--- src/rtl/mem_port_arbiter_if.sv ---
// Bus bundle for mem_port_arbiter: fetch port, data port and the shared memory port.
// The arbiter uses the slave modport; the requester/memory side uses master.
interface mem_port_arbiter_if #(
  parameter int DATA_W = 32
);
  logic              if_req_i;
  logic [DATA_W-1:0] if_addr_i;
  logic              if_valid_o;
  logic [DATA_W-1:0] if_rdata_o;
  logic              if_stall_o;

  logic              dm_req_i;
  logic              dm_we_i;
  logic [DATA_W-1:0] dm_addr_i;
  logic [DATA_W-1:0] dm_wdata_i;
  logic              dm_valid_o;
  logic [DATA_W-1:0] dm_rdata_o;
  logic              dm_stall_o;

  logic [DATA_W-1:0] mem_addr_o;
  logic [DATA_W-1:0] mem_wdata_o;
  logic              mem_re_o;
  logic              mem_we_o;
  logic [DATA_W-1:0] mem_rdata_i;

  modport slave (
    input  if_req_i, if_addr_i,
    input  dm_req_i, dm_we_i, dm_addr_i, dm_wdata_i,
    input  mem_rdata_i,
    output if_valid_o, if_rdata_o, if_stall_o,
    output dm_valid_o, dm_rdata_o, dm_stall_o,
    output mem_addr_o, mem_wdata_o, mem_re_o, mem_we_o
  );

  modport master (
    output if_req_i, if_addr_i,
    output dm_req_i, dm_we_i, dm_addr_i, dm_wdata_i,
    output mem_rdata_i,
    input  if_valid_o, if_rdata_o, if_stall_o,
    input  dm_valid_o, dm_rdata_o, dm_stall_o,
    input  mem_addr_o, mem_wdata_o, mem_re_o, mem_we_o
  );
endinterface

--- src/rtl/mem_port_arbiter.sv ---
// Arbitrates a fetch port and a data port onto one fixed-latency memory port.
// Define MEM_ARB_RR_EN for round-robin tie-breaking; default is fixed dm priority.
module mem_port_arbiter #(
  parameter int DATA_W = 32,
  parameter int LAT    = 2
) (
  input logic               clk_i,
  input logic               rst_i,
  mem_port_arbiter_if.slave bus
);

  localparam logic [1:0] ST_IDLE   = 2'd0;
  localparam logic [1:0] ST_ACCESS = 2'd1;
  localparam logic [1:0] ST_DONE   = 2'd2;
  localparam logic [3:0] CNT_LOAD  = 4'(LAT - 1);

  logic [1:0]        state_q, state_d;
  logic [3:0]        cnt_q, cnt_d;
  logic              gnt_dm_q, gnt_dm_d;
  logic              we_q, we_d;
  logic              first_q, first_d;
  logic [DATA_W-1:0] addr_q, addr_d;
  logic [DATA_W-1:0] wdata_q, wdata_d;
  logic [DATA_W-1:0] if_rdata_q, if_rdata_d;
  logic [DATA_W-1:0] dm_rdata_q, dm_rdata_d;
  logic              if_valid_q, if_valid_d;
  logic              dm_valid_q, dm_valid_d;

  logic              pick_dm;
  logic              do_grant;
  logic              grant_dm;

`ifdef MEM_ARB_RR_EN
  logic last_dm_q, last_dm_d;

  always_comb begin
    if (bus.dm_req_i && bus.if_req_i) pick_dm = !last_dm_q;
    else                              pick_dm = bus.dm_req_i;
  end

  // Only IDLE arbitration counts as a grant decision; hand-overs from DONE do not.
  always_comb begin
    last_dm_d = last_dm_q;
    if (state_q == ST_IDLE && (bus.dm_req_i || bus.if_req_i)) last_dm_d = pick_dm;
  end

  always_ff @(posedge clk_i) begin
    if (!rst_i) last_dm_q <= 1'b1;
    else        last_dm_q <= last_dm_d;
  end
`else
  always_comb pick_dm = bus.dm_req_i;
`endif

  always_comb begin
    state_d    = state_q;
    cnt_d      = cnt_q;
    gnt_dm_d   = gnt_dm_q;
    we_d       = we_q;
    first_d    = first_q;
    addr_d     = addr_q;
    wdata_d    = wdata_q;
    if_rdata_d = if_rdata_q;
    dm_rdata_d = dm_rdata_q;
    if_valid_d = 1'b0;
    dm_valid_d = 1'b0;
    do_grant   = 1'b0;
    grant_dm   = 1'b0;

    case (state_q)
      ST_IDLE: begin
        if (bus.if_req_i || bus.dm_req_i) begin
          do_grant = 1'b1;
          grant_dm = pick_dm;
        end
      end
      ST_ACCESS: begin
        first_d = 1'b0;
        if (cnt_q == 4'd0) begin
          state_d = ST_DONE;
          if (gnt_dm_q) begin
            dm_valid_d = 1'b1;
            if (!we_q) dm_rdata_d = bus.mem_rdata_i;
          end else begin
            if_valid_d = 1'b1;
            if (!we_q) if_rdata_d = bus.mem_rdata_i;
          end
        end else begin
          cnt_d = cnt_q - 4'd1;
        end
      end
      ST_DONE: begin
        // The port just served sits out this decision, so the other one cannot starve.
        if (gnt_dm_q && bus.if_req_i) begin
          do_grant = 1'b1;
          grant_dm = 1'b0;
        end else if (!gnt_dm_q && bus.dm_req_i) begin
          do_grant = 1'b1;
          grant_dm = 1'b1;
        end else begin
          state_d = ST_IDLE;
        end
      end
      default: state_d = ST_IDLE;
    endcase

    if (do_grant) begin
      state_d  = ST_ACCESS;
      cnt_d    = CNT_LOAD;
      first_d  = 1'b1;
      gnt_dm_d = grant_dm;
      addr_d   = grant_dm ? bus.dm_addr_i : bus.if_addr_i;
      we_d     = grant_dm && bus.dm_we_i;
      if (grant_dm) wdata_d = bus.dm_wdata_i;
    end
  end

  always_ff @(posedge clk_i) begin
    if (!rst_i) begin
      state_q    <= ST_IDLE;
      cnt_q      <= '0;
      gnt_dm_q   <= 1'b0;
      we_q       <= 1'b0;
      first_q    <= 1'b0;
      addr_q     <= '0;
      wdata_q    <= '0;
      if_rdata_q <= '0;
      dm_rdata_q <= '0;
      if_valid_q <= 1'b0;
      dm_valid_q <= 1'b0;
    end else begin
      state_q    <= state_d;
      cnt_q      <= cnt_d;
      gnt_dm_q   <= gnt_dm_d;
      we_q       <= we_d;
      first_q    <= first_d;
      addr_q     <= addr_d;
      wdata_q    <= wdata_d;
      if_rdata_q <= if_rdata_d;
      dm_rdata_q <= dm_rdata_d;
      if_valid_q <= if_valid_d;
      dm_valid_q <= dm_valid_d;
    end
  end

  // A write strobes the memory once; a read keeps re asserted for the whole access.
  assign bus.mem_re_o    = (state_q == ST_ACCESS) && !we_q;
  assign bus.mem_we_o    = (state_q == ST_ACCESS) && we_q && first_q;
  assign bus.mem_addr_o  = addr_q;
  assign bus.mem_wdata_o = wdata_q;

  assign bus.if_valid_o = if_valid_q;
  assign bus.if_rdata_o = if_rdata_q;
  assign bus.if_stall_o = bus.if_req_i && !if_valid_q;
  assign bus.dm_valid_o = dm_valid_q;
  assign bus.dm_rdata_o = dm_rdata_q;
  assign bus.dm_stall_o = bus.dm_req_i && !dm_valid_q;

endmodule

--- src/flat_wrapper.sv ---
// flat-port wrapper written by rule: the top's interface ports become plain ports
module mem_port_arbiter_flat 
#(
  parameter int DATA_W = 32,
  parameter int LAT    = 2
)
  (clk_i, rst_i, bus_if_req_i, bus_if_addr_i, bus_dm_req_i, bus_dm_we_i, bus_dm_addr_i, bus_dm_wdata_i, bus_mem_rdata_i, bus_if_valid_o, bus_if_rdata_o, bus_if_stall_o, bus_dm_valid_o, bus_dm_rdata_o, bus_dm_stall_o, bus_mem_addr_o, bus_mem_wdata_o, bus_mem_re_o, bus_mem_we_o);
  mem_port_arbiter_if #(.DATA_W(DATA_W)) bus_i ();
  input logic clk_i;
  input logic rst_i;
  input wire logic [$bits(bus_i.if_req_i)-1:0] bus_if_req_i;
  input wire logic [$bits(bus_i.if_addr_i)-1:0] bus_if_addr_i;
  input wire logic [$bits(bus_i.dm_req_i)-1:0] bus_dm_req_i;
  input wire logic [$bits(bus_i.dm_we_i)-1:0] bus_dm_we_i;
  input wire logic [$bits(bus_i.dm_addr_i)-1:0] bus_dm_addr_i;
  input wire logic [$bits(bus_i.dm_wdata_i)-1:0] bus_dm_wdata_i;
  input wire logic [$bits(bus_i.mem_rdata_i)-1:0] bus_mem_rdata_i;
  output wire logic [$bits(bus_i.if_valid_o)-1:0] bus_if_valid_o;
  output wire logic [$bits(bus_i.if_rdata_o)-1:0] bus_if_rdata_o;
  output wire logic [$bits(bus_i.if_stall_o)-1:0] bus_if_stall_o;
  output wire logic [$bits(bus_i.dm_valid_o)-1:0] bus_dm_valid_o;
  output wire logic [$bits(bus_i.dm_rdata_o)-1:0] bus_dm_rdata_o;
  output wire logic [$bits(bus_i.dm_stall_o)-1:0] bus_dm_stall_o;
  output wire logic [$bits(bus_i.mem_addr_o)-1:0] bus_mem_addr_o;
  output wire logic [$bits(bus_i.mem_wdata_o)-1:0] bus_mem_wdata_o;
  output wire logic [$bits(bus_i.mem_re_o)-1:0] bus_mem_re_o;
  output wire logic [$bits(bus_i.mem_we_o)-1:0] bus_mem_we_o;
  assign bus_i.if_req_i = bus_if_req_i;
  assign bus_i.if_addr_i = bus_if_addr_i;
  assign bus_i.dm_req_i = bus_dm_req_i;
  assign bus_i.dm_we_i = bus_dm_we_i;
  assign bus_i.dm_addr_i = bus_dm_addr_i;
  assign bus_i.dm_wdata_i = bus_dm_wdata_i;
  assign bus_i.mem_rdata_i = bus_mem_rdata_i;
  assign bus_if_valid_o = bus_i.if_valid_o;
  assign bus_if_rdata_o = bus_i.if_rdata_o;
  assign bus_if_stall_o = bus_i.if_stall_o;
  assign bus_dm_valid_o = bus_i.dm_valid_o;
  assign bus_dm_rdata_o = bus_i.dm_rdata_o;
  assign bus_dm_stall_o = bus_i.dm_stall_o;
  assign bus_mem_addr_o = bus_i.mem_addr_o;
  assign bus_mem_wdata_o = bus_i.mem_wdata_o;
  assign bus_mem_re_o = bus_i.mem_re_o;
  assign bus_mem_we_o = bus_i.mem_we_o;
  mem_port_arbiter #(.DATA_W(DATA_W), .LAT(LAT)) u_core (.clk_i(clk_i), .rst_i(rst_i), .bus(bus_i));
endmodule
--- config.mk ---
export PLATFORM = sky130hd
export DESIGN_NAME = mem_port_arbiter_flat
export DESIGN_NICKNAME = d
export VERILOG_FILES = /design/src/rtl/mem_port_arbiter_if.sv /design/src/rtl/mem_port_arbiter.sv /design/src/flat_wrapper.sv
export SDC_FILE = /design/constraint.sdc
export NUM_CORES = 1
export LEC_CHECK = 0
export ABC_AREA = 1
export CAP_MARGIN = 10
export CORE_AREA = 10 10 125 149
export DETAILED_ROUTE_END_ITERATION = 10
export DIE_AREA = 0 0 135 159
export GPL_ROUTABILITY_DRIVEN = 0
export PLACE_DENSITY = 0.87
export SYNTH_ARGS = -nofsm -noshare
export SYNTH_HDL_FRONTEND = slang
export SYNTH_SLANG_ARGS = --single-unit
--- constraint.sdc ---
create_clock -name clk_i -period 1.5 [get_ports clk_i]
set_input_delay 0.45 -clock clk_i [delete_from_list [all_inputs] [get_ports clk_i]]
set_output_delay 0.45 -clock clk_i [all_outputs]
set_load 0.03 [all_outputs]
# Word-level counts from Yosys, hierarchy flattened
# Index checks and enable logic that the tools add are counted.
# word_totals
register_bits,139
inputBits,133
wordCells,74
# classes
add_sub_neg,1
eq_ne,10
mux,20
bitwise_logic,5
n_reduce_logical,25
# ops
cell,n
32-bit 2-to-1 mux,1
4-bit AND reduction,4
1-bit 2-to-1 mux,13
1-bit logical AND,8
2-bit 2-to-1 mux,3
2-bit by 1-bit inequality test with 1-bit output (second input constant),3
3-bit by 2-bit inequality test with 1-bit output (second input constant),2
2-bit case mux with 3 select lines,1
2-bit AND reduction,3
1-bit NOT,5
1-bit zero test,4
4-bit zero test,1
2-bit inequality test (second input constant),2
1-bit case mux with 2 select lines,2
4-bit by 1-bit subtractor with 4-bit output (second input constant),1
3-bit by 1-bit inequality test with 1-bit output (second input constant),1
3-bit AND reduction,1
2-bit by 1-bit == test with 1-bit output (second input constant),1
2-bit == test (second input constant),1
2-bit zero test,1
2-bit nonzero test,1
2-bit OR reduction,1
1-bit logical OR,1

# Longest topological paths before layout
# Gate-level depths: netlist of the first run.
# depth
ltp_word,7
depth_mapped,9
ltp_nobuf,8

# Worst setup path after synthesis of the first run
# Ideal clock, no wire load.
# synth_path
path_type,register to register
start,register u_core.cnt_q[0]
end,register u_core.if_rdata_q[10] (netlist: u_core.bus.if_rdata_o[10])
setup_time_ns,0.112
t_arrival_ns,1.294
slack_ns,0.094
path_stages_with_launch,9
synth_period_minus_slack_ns,1.406
cell_sequence,dfxtp_1 -> inv_1 -> ha_1 -> nand2_1 -> nor2_2 -> buf_2 -> nand3_1 -> nand2_1 -> nor2_1
# synth_between
elab_chain_cells,2
# synth_lines
item,line,source
from (decl),mem_port_arbiter.sv:18,"logic [3:0] cnt_q, cnt_d;"
from (signal assigned),mem_port_arbiter.sv:133,cnt_q <= cnt_d;
4-bit zero test,mem_port_arbiter.sv:79,if (cnt_q == 4'd0) begin
4-bit AND reduction (no line),n/a,
to (signal assigned),mem_port_arbiter.sv:139,if_rdata_q <= if_rdata_d;
to (decl),mem_port_arbiter.sv:24,"logic [DATA_W-1:0] if_rdata_q, if_rdata_d;"
# Every way passes these cells.
# A chain may end at the register's enable or synchronous reset.

# Worst setup path in the final report of the first run
# layout_path
start,register u_core.state_q[1]
end,output port bus_mem_we_o
# layout_between
elab_chain_cells,3
# layout_lines
item,line,source
from (decl),mem_port_arbiter.sv:17,"logic [1:0] state_q, state_d;"
from (signal assigned),mem_port_arbiter.sv:132,state_q <= state_d;
2-bit by 1-bit == test with 1-bit output,mem_port_arbiter.sv:148,assign bus.mem_we_o = (state_q == ST_ACCESS) && we_q && first_q;
1-bit logical AND (2 in series),mem_port_arbiter.sv:148,
to (decl),flat_wrapper.sv:27,output wire logic [$bits(bus_i.mem_we_o)-1:0] bus_mem_we_o;
# Every way passes these cells.

==> results.md, run 1 <==
- Total gr overflow: 0
- Area Growth Syn to Fin: 75.2%
- Clk sinks: 139
- Total global-route track usage: 18.1%
- HPWL after DPL: 14800 µm
- Slew Limit Headroom: 74.0%
- Largest family of logic cells by synthesized area: simple AND/OR/NAND/NOR gates
- Number of antenna violations at the first check in global routing: 0
- Post-synthesis cell count: 832
- Synth Area in Adders: 0.220%
- # fillers: 1263
- Outcome: finished, violations left
- Layout cells sized above 1: 24.5%
- WP data required: 1.05 ns
- First-pass GRT wire length: 31200 µm
- Fin crit share: 110%
- Compound-Gate Fraction of Synth Area: 3.61%
- Io pins: 267
- Max VDD drop: 0.000693 V
- Failing checks: setup timing
- R2r setup slk: -0.02 ns
- Hold Path Class: register to register
- DRT antenna net count: 0
- Leak Pwr: 4.68 nW
- Fmax: 0.607 GHz
- Worst hold endpoint: u_core.bus.mem_addr_o[0]$_SDFFE_PN0P_
- Routed via count: 6148
- Yosys warning count: 0
- Clock buffer depth: 2
- Min-delay src: u_core.bus.mem_addr_o[0]$_SDFFE_PN0P_
- Placed cell areas: 9100 µm²
- Share of the synthesized area in the top cell type: 49.0%
- Vias in the first global route: 5929
- DR WL/cell: 15.9 µm
- Pre-Repair DR Iteration Count: 5
- Root Buffer: clkbuf_16
- Worst-path clk slew: 0.06 ns
- RSZ-0062 raised after global routing: true
- Fin crit period: 1.65 ns
- Pin count of the biggest net entering global routing: 85
- Final instance area: 9950 µm²
- Final clock skew: 0.0136 ns
- Post-synth top area cell: dfxtp_1
- Die area: 21500 µm²
- Die Span X: 135 µm
- Asr flop ratio synth: 0%
- CTS tree: built
- Global Route met2 Usage: 30.7%
- Num CTS Buffers: 17
- Port Buffers: 266
- Non-filler instance count after layout: 1345
- Syn Area/Cell: 6.82 µm²
- Worst Path Arrival: 1.20 ns
- Cell variety after synth: 22
- Global-route track usage on met1: 19.2%
- Via/cell ratio: 4.57
- Worst r2r src: u_core.cnt_q[0]$_SDFFE_PN0P_
- Max FO, Critical Path: 3
- GRT met3 Usage: 8.54%
- R2R depth: 10
- H-tree levels: 4
- Worst Hold Depth: 2
- Synth Area in Simple Gates: 38.7%
- Mux share of post-synthesis cell area: 0%
- Worst setup SP type: register
- Iter 0 DRT Violations: 297
- Core area: 15600 µm²
- GR peak layer: met2
- Sequential fraction of the synthesis area: 49.0%
- Cell Area, Synth: 5680 µm²
- Nets: 1258
- Reg2reg end: u_core.bus.if_rdata_o[19]$_SDFFE_PN0P_
- Actual slew at the worst max-slew pin: 0.390 ns
- Hold slack final: 0.451 ns
- Setup WS post-layout: -0.148 ns
- XOR/XNOR Fraction of Synth Area: 0.154%
- FF+latch count, synth: 139
- Pwr Total: 0.0115 W
- DRT Wirelength: 21300 µm
- PD cells: 1160 nW/µm²
- Synthesized Nets: 966
- Synth area leaders: dfxtp_1 (49%), nand2_1 (20%), nor2_1 (13%)
- Row count: 50
- Hold Fails Final Rpt: 0
- Critical Path End Type: primary output
- Final setup fails: 3
- Max-Cap Viols: 0
- Max Slew Vio Count: 0
- Top FF cell, synth: dfxtp_1
- Drt drc: 0
- Post-synth EDFFs: 0
- Die span in y: 159 µm
- Placed cell count: 1287
- Clk_lat worst skew: 0.42 ns
- Kind of critical path: register to primary output
- Initial Util: 36.4%
- Antenna diodes: 0
==> stage by stage <==
| stage | setup slack (ns) | TNS (ns) | utilization [%] |
|---|---|---|---|
| after floorplan | 0.0943 | 0 | - |
| after global placement | -0.448 | -22.64 | 58.4 |
| after detailed placement | -0.475 | -25.68 | 58.4 |
| after CTS | -0.197 | -1.02 | 61.4 |
| after global routing | -0.209 | -0.916 | 63.8 |
| final | -0.148 | -0.313 | 63.8 |
==> final cells by class <==
cell class	count	area, µm²	area share, %
clock buffers	22	464	4.67
clock inverters	10	92.6	0.931
inverters	50	190	1.91
multi-input cells	598	2630	26.4
flip-flops and latches	139	2800	28.2
well taps	208	260	2.62
repair buffers	318	3510	35.3
==> worst max-delay path, stage by stage, from the launching register on <==
cell     delay [ns]
dfxtp_4        0.36
inv_2          0.05
nand2_2        0.05
nor2_2         0.10
buf_6          0.12
buf_12         0.11
==> cell usage after synthesis, types with 2 or more instances <==
master      n
a21oi_1     6
nor2_2      2
inv_2       4
nand3_1    36
nor3_1      2
nor2_1    204
dfxtp_1   139
nand2_1   300
clkbuf_1   17
buf_6      10
nor2_4      3
buf_2      12
inv_1      46
o21ai_0    35
nand2_2     4
buf_4       6
==> power breakdown <==
group          internal, W  total, W  switching (W)
combinational      0.00154   0.00330        0.00176
sequential         0.00403   0.00427       0.000244
clock              0.00237   0.00395        0.00158
==> timing repair <==
action / CTS / global route
resized for setup: 320 / 44
hold buffers: 0 / 0
pin swaps: 7 / 20
endpoints found under the setup margin: 95 / 127
cloned: 2 / 6
buffers inserted: 8 / 11
==> worst max path at each step <==
stage	start	end	cells past startpoint	slack, ns
after floorplan	u_core.cnt_q[0]$_SDFFE_PN0P_	u_core.bus.if_rdata_o[10]$_SDFFE_PN0P_	8	0.09
after global placement	bus_dm_req_i	u_core.bus.mem_addr_o[30]$_SDFFE_PN0P_	7	-0.45
after detailed placement	bus_dm_req_i	u_core.bus.mem_addr_o[30]$_SDFFE_PN0P_	7	-0.47
after CTS	u_core.state_q[1]$_SDFFE_PP0P_	bus_mem_we_o	5	-0.20
after global routing	u_core.state_q[0]$_SDFFE_PN0P_	bus_mem_re_o	5	-0.21
final	u_core.state_q[1]$_SDFFE_PP0P_	bus_mem_we_o	5	-0.15
==> logic make-up after synthesis <==
family / Yosys count
simple gates: 555
flops: 139
buf+inv: 95
compound gates: 41
xor+xnor: 1
fa+ha+maj: 1
==> flip-flops by register name, summed over array words and instances, names as in the netlist <==
register,cells
u_core.bus.dm_rdata_o,32
u_core.bus.if_rdata_o,32
u_core.bus.mem_addr_o,32
u_core.bus.mem_wdata_o,32
u_core.cnt_q,4
u_core.state_q,2
u_core.bus.dm_valid_o,1
u_core.bus.if_valid_o,1
u_core.first_q,1
u_core.gnt_dm_q,1
u_core.we_q,1
==> placed cells by master (no fill, tap or decap), types with 14 or more instances in the layout <==
cell type          n
nand2_1          295
nand3_1           14
clkbuf_16         22
nand3_2           22
nor2_1           196
buf_4             50
clkdlybuf4s50_1  129
o21ai_0           34
inv_1             41
buf_2             59
buf_12            63
dfxtp_1          133
==> routing by layer <==
metal | up-vias | part of all wire, %
li1 | 3096 | -
met1 | 2769 | 37
met2 | 252 | 51
met3 | 31 | 11
met4 | 0 | 1.8
met5 | - | 0
Power figures use the tool's default switching activity.
==> inputs of run 2 (changes only) <==
--- a/config.mk
+++ b/config.mk
@@ -11,7 +11,7 @@
 export DETAILED_ROUTE_END_ITERATION = 10
 export DIE_AREA = 0 0 135 159
 export GPL_ROUTABILITY_DRIVEN = 0
-export PLACE_DENSITY = 0.87
+export PLACE_DENSITY_LB_ADDON = 0.2
 export SYNTH_ARGS = -nofsm -noshare
 export SYNTH_HDL_FRONTEND = slang
 export SYNTH_SLANG_ARGS = --single-unit
==> run 2 against run 1 <==
The run still ends with setup timing left; power up 3.1%; global-route usage shrank 0.31 points; final cell count rose by 0.22%; utilization grew 0.84 points; wire length is 0.95% lower; non-clock buffer count up 3; register-to-register slack got worse by 0.02 ns; critical path type unchanged; critical endpoint unchanged.
==> results.md, run 2 (synthesized netlist as in run 1, its figures left out) <==
- Critical Path End Type: primary output
- Final setup fails: 19
- Placed cell count: 1288
- Fin crit period: 1.64 ns
- Max-Cap Viols: 0
- Layout cells sized above 1: 22.6%
- Nets: 1262
- Worst setup SP type: register
- Failing checks: setup timing
- Final clock skew: 0.00840 ns
- Leak Pwr: 4.76 nW
- Metal3 WL: 2200 µm
- Crit path cell chain: buf_6 > inv_2 > nand2_2 > nor2_4 > buf_6
- Initial Util: 36.4%
- First-pass GRT wire length: 30300 µm
- WL met1: 8160 µm
- Num CTS Buffers: 17
- Max Used Layer: met4
- WL met2: 10300 µm
- Hold Fails Final Rpt: 0
- Actual slew at the worst max-slew pin: 0.303 ns
- PD cells: 1180 nW/µm²
- Kind of cell adding the most delay to the critical path: flip-flops
- Vias in the first global route: 5680
- Place WS: -0.710 ns
- WP data required: 1.05 ns
- Clk_lat worst skew: 0.42 ns
- Io pins: 267
- Slew Limit Headroom: 79.8%
- Max FO, Critical Path: 2
- Clk sinks: 139
- Core area: 15600 µm²
- Antenna diodes: 0
- Non-filler instance count after layout: 1348
- Drt drc: 0
- Clock buffer depth: 2
- Worst Path Arrival: 1.19 ns
- Die span in y: 159 µm
- DRT Wirelength: 21100 µm
- H-tree levels: 4
- Max VDD drop: 0.000714 V
- DR WL/cell: 15.7 µm
- CP max-delay cell: dfxtp_2
- Iter 0 DRT Violations: 272
- Via/cell ratio: 4.46
- Commonest non-fill, non-tap cells in the layout: nand2_1 (296), nor2_1 (197), dfxtp_1 (133), clkdlybuf4s50_1 (129), buf_12 (75)
- Max Slew Vio Count: 0
- CTS tree: built
- Setup WS post-layout: -0.144 ns
- Leading cell type in the layout, fill and taps excluded: nand2_1
- Area Growth Syn to Fin: 77.5%
- RSZ-0062 raised after global routing: true
- Worst-path clk slew: 0.06 ns
- Kind of critical path: register to primary output
- Most used cell, CP: buf_6
- Hold slack final: 0.452 ns
- Total global-route track usage: 17.8%
- Port Buffers: 266
- Number of antenna violations at the first check in global routing: 0
- HPWL after DPL: 14300 µm
- Die area: 21500 µm²
- Hold Path Class: register to register
- Fmax: 0.608 GHz
- Fin crit share: 110%
- Die Span X: 135 µm
- Routed via count: 6009
- Buffers & Inverters on Critical Path: 3
- Pre-Repair DR Iteration Count: 4
- Root Buffer: clkbuf_16
- Row count: 50
- Outcome: finished, violations left
- DRT antenna net count: 0
- Total gr overflow: 0
- Slowest stage delay, CP: 0.32 ns
- Pin count of the biggest net entering global routing: 50
-- run 2: cell types whose count changed in the layout (fill, tap and decap cells not counted), moves of 3 or more --
cell and change:
nand3_1 +22, nand3_2 -21, buf_12 +12, buf_2 -10, nor2_2 -4, nor2_4 +4
clkinvlp_4 -3, dfxtp_2 +3, dfxtp_4 -3
-- run 2: routing by layer --
layer	up-vias	GRT usage, %
met4	0	7.25
met3	28	9.46
li1	3110	-
met2	209	29.3
met1	2662	18.5
met5	-	0
-- run 2: final timing paths --
kind                            slack (ns)                                      to                                   start  cells after the start
worst max register to register       -0.04   u_core.bus.mem_addr_o[6]$_SDFFE_PN0P_          u_core.state_q[0]$_SDFFE_PN0P_                     10
worst max-delay path                 -0.14                            bus_mem_we_o          u_core.state_q[1]$_SDFFE_PP0P_                      5
worst min register to register        0.45  u_core.bus.mem_addr_o[16]$_SDFFE_PN0P_  u_core.bus.mem_addr_o[16]$_SDFFE_PN0P_                      2
worst min-delay path                  0.45  u_core.bus.mem_addr_o[16]$_SDFFE_PN0P_  u_core.bus.mem_addr_o[16]$_SDFFE_PN0P_                      2
-- run 2: report_power, final --
group          internal (W)  leakage (nW)  switching (W)  total [W]
clock               0.00268         0.287        0.00154    0.00422
combinational       0.00163          3.33        0.00173    0.00336
sequential          0.00403          1.14       0.000259    0.00429
total               0.00834          4.76        0.00353     0.0119
-- run 2: layout make-up --
class | count | area, µm²
sequential | 139 | 2790
clock buffer | 23 | 468
inverter | 50 | 190
timing repair buffer | 321 | 3710
clock inverter | 8 | 118
fill | 1354 | 5500
multi-input combinational | 599 | 2540
tap | 208 | 260
-- run 2: through the flow --
step / util (%) / setup TNS, ns / power (W) / cell area [µm²]
floorplan: - / 0 / 0.00580 / 5680
global placement: 59.2 / -32.18 / 0.00751 / 9220
detailed placement: 59.2 / -35.72 / 0.00754 / 9220
CTS: 62.3 / -0.350 / 0.0117 / 9700
global route: 64.7 / -3.29 / 0.0124 / 10100
finish: 64.7 / -0.512 / 0.0119 / 10100
-- run 2: worst min-delay path, cell delays in order (launching register included) --
cell and delay, ns:
dfxtp_1 0.31, nand2_1 0.06, nand2_1 0.04
-- run 2: timing repair --
| item | 4_1_cts | 5_1_grt |
|---|---|---|
| pin swaps | 6 | 9 |
| cloned | 1 | 9 |
| hold buffers | 0 | 0 |
| endpoints found under the setup margin | 128 | 88 |
| endpoints found under the hold margin | 0 | 0 |
| gates resized for setup | 264 | 27 |
| buffers inserted | 10 | 10 |
